[src/rtl/load_store_unit.sv]
// Data-memory initiator: turns RV32 load/store requests into aligned, byte-enabled word accesses,
// splitting word-crossing accesses in two and aligning/extending the returned load data.
module load_store_unit #(
  parameter bit ALLOW_MISALIGNED = 1'b1
) (
  input  logic        clock,
  input  logic        reset_n,
  input  logic        req_valid,
  output logic        req_ready,
  input  logic        req_write,
  input  logic [2:0]  req_funct3,
  input  logic [31:0] req_addr,
  input  logic [31:0] req_wdata,
  output logic        resp_valid,
  output logic [31:0] resp_rdata,
  output logic        resp_error,
  output logic [31:0] mem_address,
  output logic [31:0] mem_write_data,
  output logic [3:0]  mem_write_enable,
  output logic        store_enable,
  input  logic [31:0] mem_read_data
);

  typedef enum logic [1:0] {IDLE, FIRST, SECOND, RESP} state_e;

  state_e      state_q, state_d;
  logic        ready_q, ready_d;
  logic        err_q, err_d;
  logic        write_q;
  logic [2:0]  funct3_q;
  logic [31:0] addr_q, wdata_q, lo_q, hi_q;

  logic [7:0]  mask;
  logic [5:0]  sh_lo, sh_hi;
  logic [31:0] word_addr, aligned_rd;
  logic        req_fire, req_reject;

  function automatic logic [2:0] size_of(input logic [1:0] sz_code);
    case (sz_code)
      2'b00:   return 3'd1;
      2'b01:   return 3'd2;
      default: return 3'd4;
    endcase
  endfunction

  function automatic logic is_illegal(input logic wr, input logic [2:0] f3);
    return (f3[1:0] == 2'b11) || (f3[2:1] == 2'b11) || (wr && f3[2]);
  endfunction

  function automatic logic crosses(input logic [1:0] sz_code, input logic [1:0] off);
    return ({1'b0, off} + size_of(sz_code)) > 3'd4;
  endfunction

  // Bits [3:0] are lanes of the first word, bits [7:4] lanes of the following word.
  function automatic logic [7:0] lane_mask(input logic [1:0] sz_code, input logic [1:0] off);
    logic [7:0] m;
    case (sz_code)
      2'b00:   m = 8'h01;
      2'b01:   m = 8'h03;
      default: m = 8'h0F;
    endcase
    return m << off;
  endfunction

  function automatic logic [31:0] extend(input logic [2:0] f3, input logic [31:0] v);
    case (f3)
      3'b000:  return {{24{v[7]}}, v[7:0]};
      3'b001:  return {{16{v[15]}}, v[15:0]};
      3'b010:  return v;
      3'b100:  return {24'h0, v[7:0]};
      3'b101:  return {16'h0, v[15:0]};
      default: return 32'h0;
    endcase
  endfunction

  assign mask       = lane_mask(funct3_q[1:0], addr_q[1:0]);
  assign sh_lo      = {1'b0, addr_q[1:0], 3'b000};
  assign sh_hi      = 6'd32 - sh_lo;
  assign word_addr  = {addr_q[31:2], 2'b00};
  assign aligned_rd = 32'({hi_q, lo_q} >> sh_lo);
  assign req_fire   = req_valid && ready_q && (state_q == IDLE);
  assign req_reject = is_illegal(req_write, req_funct3) ||
                      (!ALLOW_MISALIGNED && crosses(req_funct3[1:0], req_addr[1:0]));

  always_comb begin
    state_d = state_q;
    ready_d = 1'b0;
    err_d   = err_q;
    case (state_q)
      IDLE: begin
        ready_d = 1'b1;
        if (req_fire) begin
          ready_d = 1'b0;
          err_d   = req_reject;
          state_d = req_reject ? RESP : FIRST;
        end
      end
      FIRST:   state_d = (mask[7:4] != 4'h0) ? SECOND : RESP;
      SECOND:  state_d = RESP;
      RESP: begin
        state_d = IDLE;
        ready_d = 1'b1;
      end
      default: state_d = IDLE;
    endcase
  end

  always_ff @(posedge clock or negedge reset_n) begin
    if (!reset_n) begin
      state_q <= IDLE;
      ready_q <= 1'b0;
      err_q   <= 1'b0;
    end else begin
      state_q <= state_d;
      ready_q <= ready_d;
      err_q   <= err_d;
    end
  end

  // Request latch and read buffers carry no reset: they are only consumed after being loaded.
  always_ff @(posedge clock) begin
    if (req_fire) begin
      write_q  <= req_write;
      funct3_q <= req_funct3;
      addr_q   <= req_addr;
      wdata_q  <= req_wdata;
    end
    if (state_q == FIRST)  lo_q <= mem_read_data;
    if (state_q == SECOND) hi_q <= mem_read_data;
  end

  always_comb begin
    req_ready        = ready_q;
    resp_valid       = 1'b0;
    resp_error       = 1'b0;
    resp_rdata       = 32'h0;
    mem_address      = 32'h0;
    mem_write_data   = 32'h0;
    mem_write_enable = 4'h0;
    store_enable     = 1'b0;
    case (state_q)
      FIRST: begin
        mem_address      = word_addr;
        mem_write_data   = wdata_q << sh_lo;
        mem_write_enable = write_q ? mask[3:0] : 4'h0;
        store_enable     = write_q;
      end
      SECOND: begin
        mem_address      = word_addr + 32'd4;
        mem_write_data   = wdata_q >> sh_hi;
        mem_write_enable = write_q ? mask[7:4] : 4'h0;
        store_enable     = write_q;
      end
      RESP: begin
        resp_valid = 1'b1;
        resp_error = err_q;
        resp_rdata = (err_q || write_q) ? 32'h0 : extend(funct3_q, aligned_rd);
      end
      default: ;
    endcase
  end

endmodule

[config.mk]
export PLATFORM = sky130hd
export DESIGN_NAME = load_store_unit
export DESIGN_NICKNAME = d
export VERILOG_FILES = /design/src/rtl/load_store_unit.sv
export SDC_FILE = /design/constraint.sdc
export NUM_CORES = 1
export LEC_CHECK = 0
export CORE_UTILIZATION = 49
export DETAILED_ROUTE_END_ITERATION = 10
export PLACE_DENSITY = 0.81
export RECOVER_POWER = 50
export SKIP_CTS_REPAIR_TIMING = 1
export SLEW_MARGIN = 20
export SYNTH_ARGS = -nofsm -noshare
export SYNTH_HDL_FRONTEND = slang
export SYNTH_SLANG_ARGS = --single-unit
[constraint.sdc]
create_clock -name clock -period 5.9 [get_ports clock]
set_input_delay 1.475 -clock clock [delete_from_list [all_inputs] [get_ports clock]]
set_output_delay 1.475 -clock clock [all_outputs]
set_load 0.005 [all_outputs]
==> reports/results.ini <==
[min_path]
min_path_cells = 1
min-delay-start = err_q
hp-class = flip-flop to flip-flop
holdPathEnd = err_q

[logic_synthesis]
synth-seq-cells = 128
synth_area_per_cell_sq_um = 12.24
async_flop_share_pct = 3.125
ys_seq_area_share_pct = 50.65
ys_warn_count = 0
synth_ff_type = edfxtp_1
syn_area_sq_mm = 0.007550
yosysUniqueCellTypes = 72
syn_inst = 617
synth_edf_count = 124

[critical_path]
critPathMaxFanout = 18
crit_required_ps = 4430
cp_slowest_cell = nor3b_2
cpPeakStageDelay_ps = 920
endpoint_kind = output pin
start_kind = flip-flop
worstSetupPathType = flip-flop to output pin
reg2regPathDepth = 6
reg2reg_to = state_q[0]
reg2reg_from = state_q[1]
ff2ff_setup_slack_ps = 3460
critPathArrivalTime_ps = 3670
crit_chain = inv_1, ha_1, nor3b_2, a22o_1, a22oi_1, a21boi_1, clkdlybuf4s50_1

[floorplan]
fp.dieArea_sq_mm = 0.01591
ios = 207
die_w_microns = 126.1
num_rows = 45
core_sq_mm = 0.01515
fp.dieH_microns = 126.1
initial_core_util_pct = 49.85

[global_route]
grt_pass1_wl_microns = 31860
grt_pass1_vias = 6007
track_usage_pct = 26.02
grt_overflow_total = 0
antenna_found_initial = 4
grt_max_degree = 64

[finish]
drive_gt1_share_pct = 14.08
final_cell_mix = edfxtp_1, clkdlybuf4s50_1, dlygate4sd3_1
finalNonFillerCells = 1009
layout_commonest_cell = edfxtp_1
ff_latch_area_sq_mm = 0.003824
fill_cells = 1073
fin_nets = 913
area_delta_synth_final_pct = 36.36
multiInputGateArea_sq_mm = 0.003446
final_core_util_pct = 67.97

[drt]
firstDrtPassIters = 6
drcViolationCount = 0
routedWlPerCell_microns = 20.39
ant_nets = 0
num_vias = 6358
routed_wirelength_microns = 20580
drtIter0Drc = 665
routed_via_density = 6.301

[timing]
maxSlewViolCount = 0
relSlewSlack_pct = 21.55
max_freq_mhz = 194.5
hold_violations = 0
setup_viol = 0
worst_slack_ps = 757.6
rsz0062_at_grt = false
fin_skew_ps = 6.075
tightest_slew_ps = 1174
fin_crit_ps = 5142
period_share_pct = 87.16
tns_ps = 0

[clock_network]
clock_sinks = 128
h-tree-depth = 4
path_clk_slew_ps = 60
root_buffer = clkbuf_16
cts_buffers = 17
tritoncts = done
clock_path_buffers = 2
clock_latency_ps = 410

[pwr]
power_density_mw_per_mm2 = 377.8
vdd_drop_max_mv = 0.2404
power_w = 0.003890
p_leak_nw = 3.391

[placed_design]
gp_congestion = 0.8794
hpwlAfterDp_microns = 14520
dp_worst_setup_slack_ps = 1302
dp_cells = 973
portBuffers = 204

[flow_run]
maxCapViolations = 0

[run_status]
status = finished clean

-- cells by family (layout without fill, tap and decap cells) --
family / after synthesis / in the layout / share of synthesized area, %
AO/OA/AOI/OAI: 163 / 163 / 16.14
buffers and inverters: 60 / 259 / 4.011
multiplexers: 54 / 54 / 12.78
flip-flops: 128 / 128 / 50.65
AND/OR/NAND/NOR: 202 / 202 / 15.03
XOR/XNOR: 3 / 3 / 0.3481
adder cells (fa/ha/maj): 6 / 6 / 0.9943
other: 1 / 6 / 0.04967
-- power by group --
| group | leakage, nW | switching (W) | internal, W |
|---|---|---|---|
| Combinational | 1.92 | 0.000720 | 0.000770 |
| Clock | 0.286 | 0.000382 | 0.000703 |
| Sequential | 1.19 | 0.000107 | 0.00121 |
-- how the worst max path moves through the flow --
stage	start	endpoint	depth (start not counted)
after floorplan	req_valid	err_q	3
after global placement	addr_q[0]	mem_write_data[15]	7
after CTS	addr_q[0]	mem_write_data[13]	7
after detailed placement	addr_q[0]	mem_write_data[13]	7
final	addr_q[0]	mem_write_data[14]	7
after global routing	addr_q[0]	mem_write_data[15]	7
-- area by class of cell --
type | instances | share of cell area (%)
diodes | 4 | 0.09723
well taps | 188 | 2.285
multi-input cells | 430 | 33.47
clock inverters | 15 | 1.872
inverters | 13 | 0.4740
clock buffers | 17 | 4.132
flip-flops and latches | 128 | 37.14
repair buffers | 214 | 20.53
-- flip-flops by register name, indices dropped and copies added (netlist names) --
name	cells
err_q	1
write_q	1
funct3_q	3
wdata_q	32
addr_q	32
state_q	2
hi_q	24
lo_q	32
req_ready	1
-- synth_stat cells, types with 7 or more instances --
cell      count  area (sq um)
edfxtp_1    124          3724
nand2_1      61         229.0
nor2b_1      33         206.5
mux4_2       31         698.2
a21oi_1      29         145.1
clkbuf_1     23         86.33
nand3_1      22         110.1
a22oi_1      21         157.7
nor2_1       21         78.83
mux2_2       16         180.2
a22o_1       14         122.6
inv_1        13         48.80
buf_4        11         82.58
o21ai_0      11         55.05
a21oi_2      10         87.58
a221oi_1     10         87.58
buf_2        10         50.05
and2_1        9         56.30
nand4_1       9         56.30
a222oi_1      8         80.08
a21boi_1      7         52.55
a31oi_1       7         43.79
nor3_1        7         35.03
-- through the flow --
| stage | hold slack, ps | area [sq um] |
|---|---|---|
| final | 539.0 | 10290 |
| after global routing | 556.9 | 10290 |
| after CTS | 541.4 | 10290 |
| after detailed placement | 529.3 | 9671 |
| after global placement | 525.2 | 9671 |
| after floorplan | 496.7 | 7553 |
-- worst max-delay path: cells and delay by family (launching register included) --
family | cells | cell delay, ps
simple gates | 1 | 920
buf+inv | 2 | 850
compound gates | 3 | 640
fa+ha+maj | 1 | 460
flops | 1 | 380
-- routing by layer --
metal  vias up  part of all wire (%)  global-route usage [%]
met2       410                    49                   42.02
met1      3065                    40                   34.89
met5         -                 0.063                       0
li1       2837                     -                       -
met3        44                   8.5                   4.800
met4         2                   2.6                   10.35
(Power assumes the default switching activity.)
